### src/rtl/fft_pkg.sv
// Shared constants and FSM state type for the 16-point FFT operand reader.
package fft_pkg;
  localparam int DATA_W       = 32;
  localparam int ADDR_W       = 4;
  localparam int LOG2N        = 4;
  localparam int N_POINTS     = 16;
  localparam int BF_PER_STAGE = 8;

  typedef enum logic [1:0] {IDLE, ISSUE, WAIT_WB, DONE} state_t;
endpackage

### src/rtl/fft_bf_addr_gen.sv
// Radix-2 DIT butterfly address/twiddle generator: (stage, b) -> (a, bx, tw).
// Purely combinational. Sized for the 16-point transform (stage 0..3, b 0..7).
module fft_bf_addr_gen #(
  parameter int ADDR_W = fft_pkg::ADDR_W
) (
  input  logic [1:0]        stage,
  input  logic [2:0]        b,
  output logic [ADDR_W-1:0] a,
  output logic [ADDR_W-1:0] bx,
  output logic [2:0]        tw
);
  logic [ADDR_W-1:0] bb;
  logic [ADDR_W-1:0] half;
  logic [2:0]        mask;
  logic [2:0]        sh1;

  assign bb   = ADDR_W'(b);
  assign half = ADDR_W'(1) << stage;
  // Low 'stage' bits of b select the position inside a butterfly group.
  assign mask = ~(3'b111 << stage);
  assign sh1  = {1'b0, stage} + 3'd1;

  // Group base plus in-group offset; partner sits 'half' above.
  always_comb begin
    a  = ((bb >> stage) << sh1) + ADDR_W'(b & mask);
    bx = a + half;
    tw = (b & mask) << (2'd3 - stage);
  end
endmodule

### src/rtl/fft_operand_reader.sv
// Read-side sequencer for the 16-point FFT working memory.
// Walks 4 DIT stages x 8 butterflies, reads both operands, and hands each pair
// to the butterfly over valid/ready; a stage barrier waits for 8 write-back acks.
// Optional: define FFT_RD_STALL_CNT_EN to add the 16-bit stall_cnt output.
module fft_operand_reader #(
  parameter int DATA_W = fft_pkg::DATA_W,
  parameter int ADDR_W = fft_pkg::ADDR_W,
  parameter int LOG2N  = fft_pkg::LOG2N
) (
  input  logic              clk,
  input  logic              rst_n,
  input  logic              start,
  output logic              busy,
  output logic              done,
  output logic [ADDR_W-1:0] rd_addr_1,
  output logic [ADDR_W-1:0] rd_addr_2,
  input  logic [DATA_W-1:0] rd_data_1,
  input  logic [DATA_W-1:0] rd_data_2,
  output logic              bf_valid,
  input  logic              bf_ready,
  output logic [DATA_W-1:0] bf_data_a,
  output logic [DATA_W-1:0] bf_data_b,
  output logic [ADDR_W-1:0] bf_addr_a,
  output logic [ADDR_W-1:0] bf_addr_b,
  output logic [2:0]        bf_tw_idx,
  output logic [1:0]        bf_stage,
  input  logic              wb_ack
`ifdef FFT_RD_STALL_CNT_EN
  ,
  output logic [15:0]       stall_cnt
`endif
);
  import fft_pkg::*;

  localparam logic [1:0] LAST_STAGE = 2'(LOG2N - 1);
  localparam logic [2:0] LAST_BF    = 3'(BF_PER_STAGE - 1);
  localparam logic [3:0] WB_FULL    = 4'(BF_PER_STAGE);

  typedef struct packed {
    logic [DATA_W-1:0] data_a;
    logic [DATA_W-1:0] data_b;
    logic [ADDR_W-1:0] addr_a;
    logic [ADDR_W-1:0] addr_b;
    logic [2:0]        tw;
    logic [1:0]        stage;
  } bf_req_t;

  state_t            state_q, state_d;
  logic [1:0]        stage_q;
  logic [2:0]        b_q;
  logic [3:0]        wb_cnt_q, wb_cnt_nxt;
  logic              ack_cnt_en, load, bf_vld_q;
  logic [ADDR_W-1:0] gen_a, gen_bx;
  logic [2:0]        gen_tw;
  bf_req_t           bf_q;

  fft_bf_addr_gen #(.ADDR_W(ADDR_W)) u_addr_gen (
    .stage (stage_q),
    .b     (b_q),
    .a     (gen_a),
    .bx    (gen_bx),
    .tw    (gen_tw)
  );

  // Output slot is free when empty or being taken this cycle.
  assign load       = (state_q == ISSUE) && (!bf_vld_q || bf_ready);
  // Acks only count while a stage is live, and saturate at one full stage.
  assign ack_cnt_en = wb_ack && (state_q == ISSUE || state_q == WAIT_WB) && (wb_cnt_q != WB_FULL);
  assign wb_cnt_nxt = wb_cnt_q + {3'b000, ack_cnt_en};

  // State register.
  always_ff @(posedge clk or negedge rst_n) begin
    if (!rst_n) state_q <= IDLE;
    else        state_q <= state_d;
  end

  // Next-state and status/read-address outputs.
  always_comb begin
    state_d   = state_q;
    busy      = 1'b0;
    done      = 1'b0;
    rd_addr_1 = '0;
    rd_addr_2 = '0;
    unique case (state_q)
      IDLE: if (start) state_d = ISSUE;
      ISSUE: begin
        busy      = 1'b1;
        rd_addr_1 = gen_a;
        rd_addr_2 = gen_bx;
        if (load && b_q == LAST_BF) state_d = WAIT_WB;
      end
      WAIT_WB: begin
        busy = 1'b1;
        if (wb_cnt_nxt == WB_FULL) state_d = (stage_q == LAST_STAGE) ? DONE : ISSUE;
      end
      DONE: begin
        done    = 1'b1;
        state_d = IDLE;
      end
      default: state_d = IDLE;
    endcase
  end

  // Stage, butterfly and write-back ack counters.
  always_ff @(posedge clk or negedge rst_n) begin
    if (!rst_n) begin
      stage_q  <= '0;
      b_q      <= '0;
      wb_cnt_q <= '0;
    end else begin
      case (state_q)
        IDLE: if (start) begin
          stage_q  <= '0;
          b_q      <= '0;
          wb_cnt_q <= '0;
        end
        ISSUE: begin
          if (load) b_q <= b_q + 3'd1;
          wb_cnt_q <= wb_cnt_nxt;
        end
        WAIT_WB: begin
          if (wb_cnt_nxt == WB_FULL && stage_q != LAST_STAGE) begin
            stage_q  <= stage_q + 2'd1;
            b_q      <= '0;
            wb_cnt_q <= '0;
          end else begin
            wb_cnt_q <= wb_cnt_nxt;
          end
        end
        default: ;
      endcase
    end
  end

  // Operand pair register; drains on handshake in every state.
  always_ff @(posedge clk or negedge rst_n) begin
    if (!rst_n) begin
      bf_vld_q <= 1'b0;
      bf_q     <= '0;
    end else if (load) begin
      bf_vld_q <= 1'b1;
      bf_q     <= '{data_a: rd_data_1, data_b: rd_data_2, addr_a: gen_a,
                    addr_b: gen_bx, tw: gen_tw, stage: stage_q};
    end else if (bf_ready) begin
      bf_vld_q <= 1'b0;
    end
  end

  assign bf_valid  = bf_vld_q;
  assign bf_data_a = bf_q.data_a;
  assign bf_data_b = bf_q.data_b;
  assign bf_addr_a = bf_q.addr_a;
  assign bf_addr_b = bf_q.addr_b;
  assign bf_tw_idx = bf_q.tw;
  assign bf_stage  = bf_q.stage;

`ifdef FFT_RD_STALL_CNT_EN
  logic [15:0] stall_q;

  // Back-pressure cycle counter, cleared by an accepted start.
  always_ff @(posedge clk or negedge rst_n) begin
    if (!rst_n)                                         stall_q <= '0;
    else if (state_q == IDLE && start)                  stall_q <= '0;
    else if (bf_vld_q && !bf_ready && stall_q != 16'hFFFF) stall_q <= stall_q + 16'd1;
  end

  assign stall_cnt = stall_q;
`endif
endmodule

### config.mk
export PLATFORM = sky130hd
export DESIGN_NAME = fft_operand_reader
export DESIGN_NICKNAME = d
export VERILOG_FILES = /design/src/rtl/fft_pkg.sv /design/src/rtl/fft_bf_addr_gen.sv /design/src/rtl/fft_operand_reader.sv
export SDC_FILE = /design/constraint.sdc
export NUM_CORES = 1
export LEC_CHECK = 0
export BUFFER_PORTS_ARGS = -buffer_cell sky130_fd_sc_hd__clkbuf_2
export CORE_ASPECT_RATIO = 1.5
export CORE_MARGIN = 10
export CORE_UTILIZATION = 25
export DETAILED_ROUTE_END_ITERATION = 10
export GPL_TIMING_DRIVEN = 0
export PLACE_DENSITY = 0.44
export SYNTH_ARGS = -nofsm -noshare
export SYNTH_HDL_FRONTEND = slang
export SYNTH_HIERARCHICAL = 1
export SYNTH_SLANG_ARGS = --single-unit
### constraint.sdc
create_clock -name clk -period 9.5 [get_ports clk]
set_input_delay 0.475 -clock clk [delete_from_list [all_inputs] [get_ports clk]]
set_output_delay 0.475 -clock clk [all_outputs]
set_load 0.01 [all_outputs]
==> summary.json, run 1 <==
{
  "outcome": {"value": "completed"},
  "floorplan.die_area": {"value": 22500, "unit": "µm²"},
  "clock_tree_from_tritoncts": {"value": "built"},
  "clkTransAtPathRegs": {"value": 70, "unit": "ps"},
  "synth-edff-count": {"value": 0},
  "final_hold_viol_count": {"value": 0},
  "first_iter_violations": {"value": 105},
  "detailroute.via_count": {"value": 3060},
  "grt_antenna_before_repair": {"value": 0},
  "routed_via_density": {"value": 4.41},
  "final_core_utilization": {"value": 33.9, "unit": "%"},
  "placed_cells_incl_taps": {"value": 678},
  "core.rowCount": {"value": 57},
  "grt-ovfl-total": {"value": 0},
  "skew_final": {"value": 7.51, "unit": "ps"},
  "leakagePower": {"value": 0.00280, "unit": "µW"},
  "synth_seq_cells": {"value": 89},
  "post_cts_buffers": {"value": 0},
  "numCtsBuffers": {"value": 9},
  "global_route.usage.total": {"value": 10.3, "unit": "%"},
  "grt_pass1_vias": {"value": 3449},
  "cts.hold.buffers_added": {"value": 0},
  "route.antenna.remaining_nets": {"value": 0},
  "synth_flop_type": {"value": "sky130_fd_sc_hd__dfrtp_1"},
  "floorplan.initialDensity": {"value": 25.7, "unit": "%"},
  "rsz_0062_raised_after_global_routing": {"value": "no"},
  "post-route-period-util": {"value": 46.6, "unit": "%"},
  "final.setup.tns": {"value": 0, "unit": "ps"},
  "wirelength": {"value": 11500, "unit": "µm"},
  "antennaDiodeCount": {"value": 0},
  "htreeDepth": {"value": 3},
  "delay_contributed_by_the_slowest_stage_of_the_critical_path": {"value": 540, "unit": "ps"},
  "nNetsFinal": {"value": 576},
  "r2r_slack": {"value": 5860, "unit": "ps"},
  "grt_start_max_net_pins": {"value": 49},
  "synth_cell_type_count": {"value": 40},
  "cts.sinks": {"value": 89},
  "worst_setup_path_start_kind": {"value": "register"},
  "floorplan.die.height": {"value": 179, "unit": "µm"},
  "slew_headroom": {"value": 57.7, "unit": "%"},
  "synth_async_sr_flop_share": {"value": 100, "unit": "%"},
  "finish_stage_setup_viols": {"value": 0},
  "max-vdd-ir-drop": {"value": 0.147, "unit": "mV"},
  "wire_per_inst": {"value": 16.6, "unit": "µm"},
  "worst_path_cell_with_the_longest_stage_delay": {"value": "sky130_fd_sc_hd__dfrtp_1"},
  "layout-area-overhead-vs-synth": {"value": 32.1, "unit": "%"},
  "grt_first_pass_wirelength": {"value": 18500, "unit": "µm"},
  "worstPathMaxFanout": {"value": 9},
  "worst-setup-path-type": {"value": "reg -> out"},
  "mappedNetlistArea": {"value": 4190, "unit": "µm²"},
  "design.core.area": {"value": 16300, "unit": "µm²"},
  "route.detailed.drc": {"value": 0},
  "hp-class": {"value": "in -> async"},
  "numPortBuffers": {"value": 156},
  "achievable-frequency": {"value": 226, "unit": "MHz"},
  "hold_ws": {"value": 173, "unit": "ps"},
  "layout_common_cells": {"value": "155 x sky130_fd_sc_hd__clkbuf_2, 89 x sky130_fd_sc_hd__dfrtp_1, 79 x sky130_fd_sc_hd__mux2_2, 22 x sky130_fd_sc_hd__ha_1, 11 x sky130_fd_sc_hd__nand2_1"},
  "clock_latency": {"value": 350, "unit": "ps"},
  "drtPass1Iterations": {"value": 4},
  "drv.max_cap_violation_count": {"value": 0},
  "cts_root_buffer": {"value": "sky130_fd_sc_hd__clkbuf_16"},
  "final_replace_weighted_congestion": {"value": 0.803},
  "cts-root-to-sink-buffers": {"value": 2},
  "mostFrequentLayoutCell": {"value": "sky130_fd_sc_hd__clkbuf_2"},
  "cp_data_arrival_time": {"value": 3950, "unit": "ps"},
  "final-max-slew-violation-count": {"value": 0},
  "final_cell_count_no_fill": {"value": 694},
  "yosys_warnings": {"value": 6},
  "layout-drive-gt1-share": {"value": 55.3, "unit": "%"},
  "design.portCount": {"value": 157},
  "most_repeated_library_cell_on_the_critical_path": {"value": "sky130_fd_sc_hd__ha_1"},
  "postSynthNetCount": {"value": 408},
  "final_period_minus_worst_setup_slack": {"value": 4430, "unit": "ps"},
  "worstPathCellList": {"value": "buf_4 > inv_2 > ha_1 > nor2_1 > and4_1 > ha_1 > inv_1 > fa_1 > inv_1 > ha_1 > a21o_1 > a21oi_1 > xor2_1 > xnor2_1 > and2_1 > clkbuf_2"},
  "powerDensity": {"value": 310, "unit": "nW/µm²"},
  "synth_area_per_cell": {"value": 13.3, "unit": "µm²"},
  "cp_data_required_time": {"value": 9030, "unit": "ps"},
  "synth_seq_area_share": {"value": 53.1, "unit": "%"},
  "die_width": {"value": 126, "unit": "µm"},
  "place.detailed.hpwl": {"value": 9150, "unit": "µm"},
  "worst_pin_slew": {"value": 635, "unit": "ps"},
  "setup.worst_path.end_class": {"value": "primary output"},
  "ctsResizeCount": {"value": 0},
  "synth_cells": {"value": 315}
}
Yosys cell counts (2+ instances only):
master / instances / share of area (%)
sky130_fd_sc_hd__nor4b_1: 2 / 0.42
sky130_fd_sc_hd__inv_1: 8 / 0.72
sky130_fd_sc_hd__mux2_2: 79 / 21
sky130_fd_sc_hd__xor2_1: 4 / 0.84
sky130_fd_sc_hd__a21oi_1: 8 / 0.95
sky130_fd_sc_hd__ha_1: 22 / 6.6
sky130_fd_sc_hd__nand3b_1: 3 / 0.54
sky130_fd_sc_hd__and2_1: 9 / 1.3
sky130_fd_sc_hd__nor2b_1: 2 / 0.30
sky130_fd_sc_hd__nor2_1: 10 / 0.90
sky130_fd_sc_hd__and3_1: 2 / 0.30
sky130_fd_sc_hd__dfrtp_1: 89 / 53
sky130_fd_sc_hd__nand2_1: 11 / 0.98
sky130_fd_sc_hd__clkbuf_1: 3 / 0.27
sky130_fd_sc_hd__nand4_1: 2 / 0.30
sky130_fd_sc_hd__xnor2_1: 4 / 0.84
sky130_fd_sc_hd__fa_1: 2 / 0.95
sky130_fd_sc_hd__nand2b_1: 4 / 0.60
sky130_fd_sc_hd__nor3_1: 3 / 0.36
sky130_fd_sc_hd__o21ai_0: 10 / 1.2
sky130_fd_sc_hd__a21o_1: 4 / 0.72
sky130_fd_sc_hd__a22o_1: 2 / 0.42
sky130_fd_sc_hd__nand3_1: 6 / 0.72
sky130_fd_sc_hd__inv_2: 2 / 0.18
sky130_fd_sc_hd__buf_2: 9 / 1.1
path summary, 6_finish.rpt:
path                               start             to  depth (start not counted)
max                           stage_q[0]   rd_addr_2[3]                         16
min                                rst_n     state_q[0]                          1
max reg2reg                   stage_q[0]   bf_addr_b[3]                         15
min reg2reg                 bf_addr_a[2]   bf_addr_a[2]                          1
max in group asynchronous          rst_n  bf_data_a[27]                          2
min in group clk           rd_data_2[19]  bf_data_b[19]                          2
layout make-up:
| type | count | area, µm² |
|---|---|---|
| clock buffer | 9 | 225 |
| buffer | 14 | 75.1 |
| inverter | 10 | 37.5 |
| multi-input combinational | 202 | 1850 |
| tap | 206 | 258 |
| clock inverter | 7 | 52.6 |
| timing repair buffer | 157 | 811 |
| fill | 1653 | 10800 |
| sequential | 89 | 2230 |
critical path, delay by kind of cell (launching register included):
| family | cells | cell delay [ps] |
|---|---|---|
| AO/OA/AOI/OAI | 2 | 330 |
| XOR/XNOR | 2 | 350 |
| adder cells (fa/ha/maj) | 4 | 1290 |
| buffers and inverters | 5 | 600 |
| flip-flops | 1 | 540 |
| AND/OR/NAND/NOR | 3 | 530 |
where the power goes:
part	leakage [µW]	internal (µW)	total, µW	switching [µW]
registers	0.00108	540	624	83.6
clock network	0.000136	179	339	159
logic	0.00158	370	755	385
sequential cells by signal, indices dropped and copies added, names as in the netlist:
name and count:
bf_addr_b 4, b_q 3, bf_data_b 32, stage_q 2
bf_valid 1, wb_cnt_q 4, bf_tw_idx 3, state_q 2
bf_stage 2, bf_addr_a 4, bf_data_a 32
per-stage QoR:
stage | setup slack [ps] | cell area, µm² | total power [µW]
final | 5070 | 5540 | 1720
after global routing | 4800 | 5540 | 1860
after CTS | 5040 | 5540 | 1770
after detailed placement | 5410 | 5260 | 1420
after global placement | 5420 | 5230 | 1390
after floorplan | 5860 | 4190 | 1100
kinds of logic (layout without fill, tap and decap cells):
logic type,Yosys count,count (layout),share of synthesized area (%)
xor+xnor,9,9,2.33
fa+ha+maj,24,24,7.52
flops,89,89,53.1
simple gates,59,59,8.15
buf+inv,24,197,2.69
mux,80,80,21.5
compound gates,30,30,4.75
layer usage:
metal / routed length [µm] / GRT usage [%] / up-vias
met5: 0 / 0 / -
met4: 259 / 4.80 / 0
met3: 811 / 3.54 / 18
met2: 6170 / 18.8 / 109
met1: 4300 / 10.3 / 1495
li1: - / - / 1438
Power figures use the tool's default switching activity.
==> run 2, diff against run 1 <==
Clock period 9.5 ns to 4.25 ns, I/O delays scaled along.
==> run 2 against run 1 <==
Register-to-register slack got worse by 5100 ps. Sequential share of layout area fell by 0.26 points. Core utilization increased by 0.26 points. Largest cell class unchanged.
==> summary.json, run 2 (synthesized netlist as in run 1, its figures left out) <==
{
  "worstPathCellList": {"value": "buf_6 > inv_2 > ha_1 > nor2_1 > and4_1 > ha_1 > inv_1 > fa_1 > inv_1 > ha_1 > a21o_1 > a21oi_1 > xor2_1 > xnor2_1 > and2_1 > clkbuf_2"},
  "detailroute.via_count": {"value": 3076, "change": "+0.52%"},
  "worst_pin_slew": {"value": 635, "unit": "ps", "change": "+0.0635 ps"},
  "grt_pass1_vias": {"value": 3455, "change": "+0.17%"},
  "route.antenna.remaining_nets": {"value": 0, "change": "unchanged"},
  "dr_wl_met3": {"value": 816, "unit": "µm", "change": "+0.62%"},
  "cp_data_arrival_time": {"value": 3790, "unit": "ps", "change": "-160 ps"},
  "worst_path_cell_with_the_longest_stage_delay": {"value": "sky130_fd_sc_hd__dfrtp_2"},
  "most_repeated_library_cell_on_the_critical_path": {"value": "sky130_fd_sc_hd__ha_1"},
  "rsz_0062_raised_after_global_routing": {"value": "no"},
  "final_core_utilization": {"value": 34.2, "unit": "%", "change": "+0.26 points"},
  "final_replace_weighted_congestion": {"value": 0.803, "change": "unchanged"},
  "final-max-slew-violation-count": {"value": 0, "change": "unchanged"},
  "nNetsFinal": {"value": 580, "change": "+0.69%"},
  "grt_antenna_before_repair": {"value": 0, "change": "unchanged"},
  "final.setup.tns": {"value": 0, "unit": "ps", "change": "unchanged"},
  "worstPathMaxFanout": {"value": 8, "change": "-1"},
  "cts_root_buffer": {"value": "sky130_fd_sc_hd__clkbuf_16"},
  "footprint_of_the_multi_input_gates": {"value": 1860, "unit": "µm²", "change": "+0.40%"},
  "drtPass1Iterations": {"value": 4, "change": "unchanged"},
  "cts-root-to-sink-buffers": {"value": 2, "change": "unchanged"},
  "leakagePower": {"value": 0.00282, "unit": "µW", "change": "+0.90%"},
  "global_route.usage.total": {"value": 10.3, "unit": "%", "change": "unchanged"},
  "layout-drive-gt1-share": {"value": 56.1, "unit": "%", "change": "+0.77 points"},
  "die_width": {"value": 126, "unit": "µm", "change": "unchanged"},
  "routed_via_density": {"value": 4.41, "change": "about the same"},
  "worst_setup_path_start_kind": {"value": "register"},
  "dr_wl_met2": {"value": 6180, "unit": "µm", "change": "+0.11%"},
  "final_hold_viol_count": {"value": 0, "change": "unchanged"},
  "grt_start_max_net_pins": {"value": 49, "change": "unchanged"},
  "clock_latency": {"value": 350, "unit": "ps", "change": "about the same"},
  "floorplan.die.height": {"value": 179, "unit": "µm", "change": "unchanged"},
  "achievable-frequency": {"value": 250, "unit": "MHz"},
  "numPortBuffers": {"value": 156, "change": "unchanged"},
  "route.top_layer_used": {"value": "met4"},
  "wirelength_met1": {"value": 4320, "unit": "µm", "change": "+0.60%"},
  "critical_path.n_buffers_inverters": {"value": 5, "change": "unchanged"},
  "post-route-period-util": {"value": 94.1, "unit": "%"},
  "grt-ovfl-total": {"value": 0, "change": "unchanged"},
  "delay_contributed_by_the_slowest_stage_of_the_critical_path": {"value": 470, "unit": "ps", "change": "-70 ps"},
  "floorplan.die_area": {"value": 22500, "unit": "µm²", "change": "unchanged"},
  "post_dp_cell_area": {"value": 5260, "unit": "µm²", "change": "unchanged"},
  "layout-area-overhead-vs-synth": {"value": 33.1, "unit": "%"},
  "clock_tree_from_tritoncts": {"value": "built"},
  "cts.sinks": {"value": 89, "change": "unchanged"},
  "floorplan.initialDensity": {"value": 25.7, "unit": "%", "change": "unchanged"},
  "design.portCount": {"value": 157, "change": "unchanged"},
  "core.rowCount": {"value": 57, "change": "unchanged"},
  "hp-class": {"value": "in -> reg"},
  "fin_area": {"value": 5580, "unit": "µm²", "change": "+0.77%"},
  "numCtsBuffers": {"value": 9, "change": "unchanged"},
  "outcome": {"value": "completed"},
  "max-vdd-ir-drop": {"value": 0.330, "unit": "mV", "change": "+120%"},
  "layout_common_cells": {"value": "155 x sky130_fd_sc_hd__clkbuf_2, 87 x sky130_fd_sc_hd__dfrtp_1, 79 x sky130_fd_sc_hd__mux2_2, 22 x sky130_fd_sc_hd__ha_1, 11 x sky130_fd_sc_hd__nand2_1"},
  "route.detailed.drc": {"value": 0, "change": "unchanged"},
  "design_power": {"value": 3840, "unit": "µW", "change": "+120%"},
  "first_iter_violations": {"value": 88, "change": "-16%"},
  "htreeDepth": {"value": 3, "change": "unchanged"},
  "layout.filler_cells": {"value": 1651, "change": "-0.12%"},
  "slew_headroom": {"value": 57.7, "unit": "%", "change": "about the same"},
  "cp_data_required_time": {"value": 4040, "unit": "ps", "change": "-4990 ps"},
  "wire_per_inst": {"value": 16.6, "unit": "µm", "change": "-0.34%"},
  "design.core.area": {"value": 16300, "unit": "µm²", "change": "unchanged"},
  "clkTransAtPathRegs": {"value": 70, "unit": "ps", "change": "about the same"},
  "place.detailed.hpwl": {"value": 9150, "unit": "µm", "change": "unchanged"},
  "regArea": {"value": 2230, "unit": "µm²", "change": "+0.11%"},
  "powerDensity": {"value": 688, "unit": "nW/µm²", "change": "+120%"},
  "critical_path.top_delay_family": {"value": "adder cells"},
  "final_period_minus_worst_setup_slack": {"value": 4000, "unit": "ps"},
  "worst-setup-path-type": {"value": "reg -> out"},
  "grt_first_pass_wirelength": {"value": 18500, "unit": "µm", "change": "about the same"},
  "finish_stage_setup_viols": {"value": 0, "change": "unchanged"},
  "antennaDiodeCount": {"value": 0, "change": "unchanged"},
  "mostFrequentLayoutCell": {"value": "sky130_fd_sc_hd__clkbuf_2"},
  "drv.max_cap_violation_count": {"value": 0, "change": "unchanged"},
  "skew_final": {"value": 7.60, "unit": "ps", "change": "+0.0903 ps"},
  "wirelength": {"value": 11600, "unit": "µm", "change": "+0.23%"},
  "setup.worst_path.end_class": {"value": "primary output"}
}
==> run 2: where the power goes <==
part           switching [µW]  internal [µW]  leakage, µW
Sequential                187           1210      0.00108
Clock                     355            401     0.000136
Combinational             860            829      0.00160
==> run 2: path summary, 6_finish.rpt <==
| check | to | from | slack [ps] | depth (start not counted) |
|---|---|---|---|---|
| worst max-delay path | rd_addr_2[3] | stage_q[1] | 250 | 16 |
| worst min register to register | bf_addr_a[2] | bf_addr_a[2] | 500 | 1 |
| worst min-delay path | bf_data_b[19] | rd_data_2[19] | 90 | 2 |
| max in group asynchronous | bf_data_b[16] | rst_n | 3130 | 3 |
| min in group asynchronous | state_q[0] | rst_n | 460 | 2 |
| worst max register to register | bf_addr_b[3] | stage_q[1] | 780 | 15 |
==> run 2: timing repair <==
item / CTS / global route
hold buffers: 1 / 0
endpoints found under the hold margin: 41 / 0
buffers inserted: 0 / 3
endpoints found under the setup margin: 0 / 1
resized for setup: 0 / 3
==> run 2: per-layer routing <==
metal,up-vias,track usage [%]
met3,16,3.54
met1,1504,10.3
met4,0,4.80
met5,-,0
li1,1447,-
met2,109,18.8
==> run 2: metrics by stage <==
| stage | setup slack (ps) | std cells | hold slack [ps] |
|---|---|---|---|
| finish | 251 | 698 | 89.3 |
| global placement | 428 | 677 | 445 |
| global route | 15.3 | 698 | 80.1 |
| floorplan | 872 | 315 | -83.1 |
| detailed placement | 423 | 678 | 312 |
| CTS | 51.0 | 695 | 73.7 |
==> run 2: final cells by class <==
cell class	count	share of cell area (%)
sequential	89	39.9
multi-input combinational	202	33.3
timing repair buffer	161	15.1
tap	206	4.62
clock buffer	9	4.03
buffer	14	1.34
clock inverter	7	0.941
inverter	10	0.672
==> run 3, diff against run 2 <==
==> constraint.sdc (replaced) <==
create_clock -name clk -period 4.25 [get_ports clk]
set_input_delay 0.2125 -clock clk [delete_from_list [all_inputs] [get_ports clk]]
set_output_delay 0.2125 -clock clk [all_outputs]
set_load 0.05 [all_outputs]
==> run 3 against run 2 <==
Worst hold slack hardly changed. Worst setup slack got worse by 8.6 ps. Largest cell class unchanged. Final cell count is 0.29% higher. Critical endpoint unchanged. Largest power group unchanged. Critical path type unchanged. Sequential share of layout area shrank 0.14 points.
==> summary.json, run 3 (synthesized netlist as in run 1, its figures left out) <==
{
  "numCtsBuffers": {"value": 9, "change": "unchanged"},
  "post-route-period-util": {"value": 94.3, "unit": "%", "change": "+0.20 points"},
  "route.antenna.remaining_nets": {"value": 0, "change": "unchanged"},
  "floorplan.die.height": {"value": 179, "unit": "µm", "change": "unchanged"},
  "design.portCount": {"value": 157, "change": "unchanged"},
  "grt-ovfl-total": {"value": 0, "change": "unchanged"},
  "cts.sinks": {"value": 89, "change": "unchanged"},
  "global_route.usage.total": {"value": 10.3, "unit": "%", "change": "unchanged"},
  "design.core.area": {"value": 16300, "unit": "µm²", "change": "unchanged"},
  "core.rowCount": {"value": 57, "change": "unchanged"},
  "internal-power": {"value": 2430, "unit": "µW", "change": "about the same"},
  "die_width": {"value": 126, "unit": "µm", "change": "unchanged"},
  "powerDensity": {"value": 884, "unit": "nW/µm²", "change": "+29%"},
  "drtPass1Iterations": {"value": 4, "change": "unchanged"},
  "wirelength": {"value": 11600, "unit": "µm", "change": "+0.32%"},
  "cp_data_arrival_time": {"value": 3790, "unit": "ps", "change": "about the same"},
  "numPortBuffers": {"value": 156, "change": "unchanged"},
  "crit_path_from": {"value": "stage_q[0]"},
  "skew_final": {"value": 8.32, "unit": "ps", "change": "+0.722 ps"},
  "worst_setup_path_start_kind": {"value": "register"},
  "cts-root-to-sink-buffers": {"value": 2, "change": "unchanged"},
  "slew_headroom": {"value": 57.6, "unit": "%", "change": "about the same"},
  "route.detailed.drc": {"value": 0, "change": "unchanged"},
  "final.setup.tns": {"value": 0, "unit": "ps", "change": "unchanged"},
  "seq_power_share": {"value": 28.1, "unit": "%", "change": "-8.2 points"},
  "crit-reg2reg-launch": {"value": "stage_q[0]"},
  "clock_latency": {"value": 350, "unit": "ps", "change": "about the same"},
  "drv.max_cap_violation_count": {"value": 0, "change": "unchanged"},
  "final_hold_viol_count": {"value": 0, "change": "unchanged"},
  "place.detailed.hpwl": {"value": 9150, "unit": "µm", "change": "unchanged"},
  "detailroute.via_count": {"value": 3102, "change": "+0.85%"},
  "nNetsFinal": {"value": 582, "change": "+0.34%"},
  "final_period_minus_worst_setup_slack": {"value": 4010, "unit": "ps", "change": "+8.62 ps"},
  "pwr-share-comb": {"value": 56.6, "unit": "%", "change": "+13 points"},
  "worstPathMaxFanout": {"value": 9, "change": "+1"},
  "mostFrequentLayoutCell": {"value": "sky130_fd_sc_hd__clkbuf_2"},
  "final_replace_weighted_congestion": {"value": 0.803, "change": "unchanged"},
  "power.net_switching": {"value": 2520, "unit": "µW", "change": "+80%"},
  "worst_pin_slew": {"value": 635, "unit": "ps", "change": "+0.375 ps"},
  "clock_tree_from_tritoncts": {"value": "built"},
  "leakagePower": {"value": 0.00283, "unit": "µW", "change": "+0.38%"},
  "max-vdd-ir-drop": {"value": 0.425, "unit": "mV", "change": "+29%"},
  "hold_ws": {"value": 88.8, "unit": "ps", "change": "-0.475 ps"},
  "clkTransAtPathRegs": {"value": 70, "unit": "ps", "change": "about the same"},
  "cp_data_required_time": {"value": 4040, "unit": "ps", "change": "about the same"},
  "layout-area-overhead-vs-synth": {"value": 33.6, "unit": "%"},
  "hp-class": {"value": "in -> reg"},
  "floorplan.die_area": {"value": 22500, "unit": "µm²", "change": "unchanged"},
  "grt_first_pass_wirelength": {"value": 18500, "unit": "µm", "change": "unchanged"},
  "achievable-frequency": {"value": 250, "unit": "MHz", "change": "-0.21%"},
  "sw_frac_of_total": {"value": 50.8, "unit": "%", "change": "+14 points"},
  "layout.filler_cells": {"value": 1646, "change": "-0.30%"},
  "antennaDiodeCount": {"value": 0, "change": "unchanged"},
  "worst-setup-path-type": {"value": "reg -> out"},
  "rsz_0062_raised_after_global_routing": {"value": "no"},
  "clock_power_share": {"value": 15.3, "unit": "%", "change": "-4.4 points"},
  "routed_via_density": {"value": 4.43, "change": "+0.56%"},
  "finish_stage_setup_viols": {"value": 0, "change": "unchanged"},
  "hold_path_startpoint": {"value": "rd_data_2[19]"},
  "layout_common_cells": {"value": "154 x sky130_fd_sc_hd__clkbuf_2, 87 x sky130_fd_sc_hd__dfrtp_1, 79 x sky130_fd_sc_hd__mux2_2, 21 x sky130_fd_sc_hd__ha_1, 11 x sky130_fd_sc_hd__nand2_1"},
  "grt_antenna_before_repair": {"value": 0, "change": "unchanged"},
  "wire_per_inst": {"value": 16.6, "unit": "µm", "change": "about the same"},
  "grt_pass1_vias": {"value": 3455, "change": "unchanged"},
  "cts_root_buffer": {"value": "sky130_fd_sc_hd__clkbuf_16"},
  "first_iter_violations": {"value": 107, "change": "+22%"},
  "final-max-slew-violation-count": {"value": 0, "change": "unchanged"},
  "layout-drive-gt1-share": {"value": 56.5, "unit": "%", "change": "+0.38 points"},
  "grt_start_max_net_pins": {"value": 49, "change": "unchanged"},
  "outcome": {"value": "completed"},
  "htreeDepth": {"value": 3, "change": "unchanged"},
  "floorplan.initialDensity": {"value": 25.7, "unit": "%", "change": "unchanged"},
  "r2r_slack": {"value": 820, "unit": "ps", "change": "+40 ps"},
  "setup.worst_path.end_class": {"value": "primary output"}
}
==> run 3: worst paths after layout <==
| kind | endpoint | cells past startpoint |
|---|---|---|
| worst max register to register | bf_addr_b[3] | 15 |
| worst max-delay path | rd_addr_2[3] | 16 |
| worst min register to register | bf_addr_a[2] | 1 |
| worst min-delay path | bf_data_b[19] | 2 |
| max in group asynchronous | bf_data_b[16] | 3 |
| min in group asynchronous | state_q[0] | 2 |
==> run 3: through the flow <==
step / cell area (µm²) / util (%) / setup slack, ps / instances / total power [µW]
after floorplan: 4190 / - / 609 / 315 / 3550
after global placement: 5230 / 32.0 / 283 / 677 / 4230
after detailed placement: 5260 / 32.2 / 278 / 678 / 4280
after CTS: 5550 / 34.0 / 13.7 / 695 / 5060
after global routing: 5600 / 34.3 / 22.8 / 700 / 5270
final: 5600 / 34.3 / 243 / 700 / 4950
==> run 3: critical path, stage by stage, from the launching register on <==
cell and delay (ps):
sky130_fd_sc_hd__dfrtp_2 420, sky130_fd_sc_hd__buf_4 180, sky130_fd_sc_hd__inv_2 110, sky130_fd_sc_hd__ha_2 320, sky130_fd_sc_hd__nor2_1 150, sky130_fd_sc_hd__and4_1 210
sky130_fd_sc_hd__ha_1 170, sky130_fd_sc_hd__inv_1 60, sky130_fd_sc_hd__fa_1 470, sky130_fd_sc_hd__inv_1 80, sky130_fd_sc_hd__ha_1 270, sky130_fd_sc_hd__a21o_1 160
sky130_fd_sc_hd__a21oi_1 170, sky130_fd_sc_hd__xor2_1 200, sky130_fd_sc_hd__xnor2_1 150, sky130_fd_sc_hd__and2_1 150, sky130_fd_sc_hd__buf_4 200
==> run 3: routing by layer <==
layer,up-vias,GRT usage (%),part of all wire [%]
met3,18,3.54,6.9
met1,1525,10.3,37
met5,-,0,0
met4,0,4.80,2.2
met2,107,18.8,53
li1,1452,-,-
==> run 3: area by class of cell <==
| class | instances | area [µm²] | area share, % |
|---|---|---|---|
| tap | 206 | 258 | 4.60 |
| timing repair buffer | 163 | 861 | 15.4 |
| buffer | 14 | 75.1 | 1.34 |
| multi-input combinational | 202 | 1860 | 33.3 |
| sequential | 89 | 2230 | 39.8 |
| clock inverter | 7 | 52.6 | 0.938 |
| inverter | 10 | 37.5 | 0.670 |
| clock buffer | 9 | 225 | 4.02 |
==> run 3: power groups by stage <==
stage               logic [µW]  registers (µW)  clock network [µW]
floorplan                  987            2570                   0
global placement          2830            1400                   0
detailed placement        2860            1420                   0
CTS                       2860            1400                 791
global route              2990            1450                 827
finish                    2800            1390                 757
==> run 3: what timing repair did <==
action,CTS,global route
hold endpoints to repair,41,0
setup buffers,0,5
gates resized for setup,2,5
endpoints found under the setup margin,1,1
hold buffers,1,0
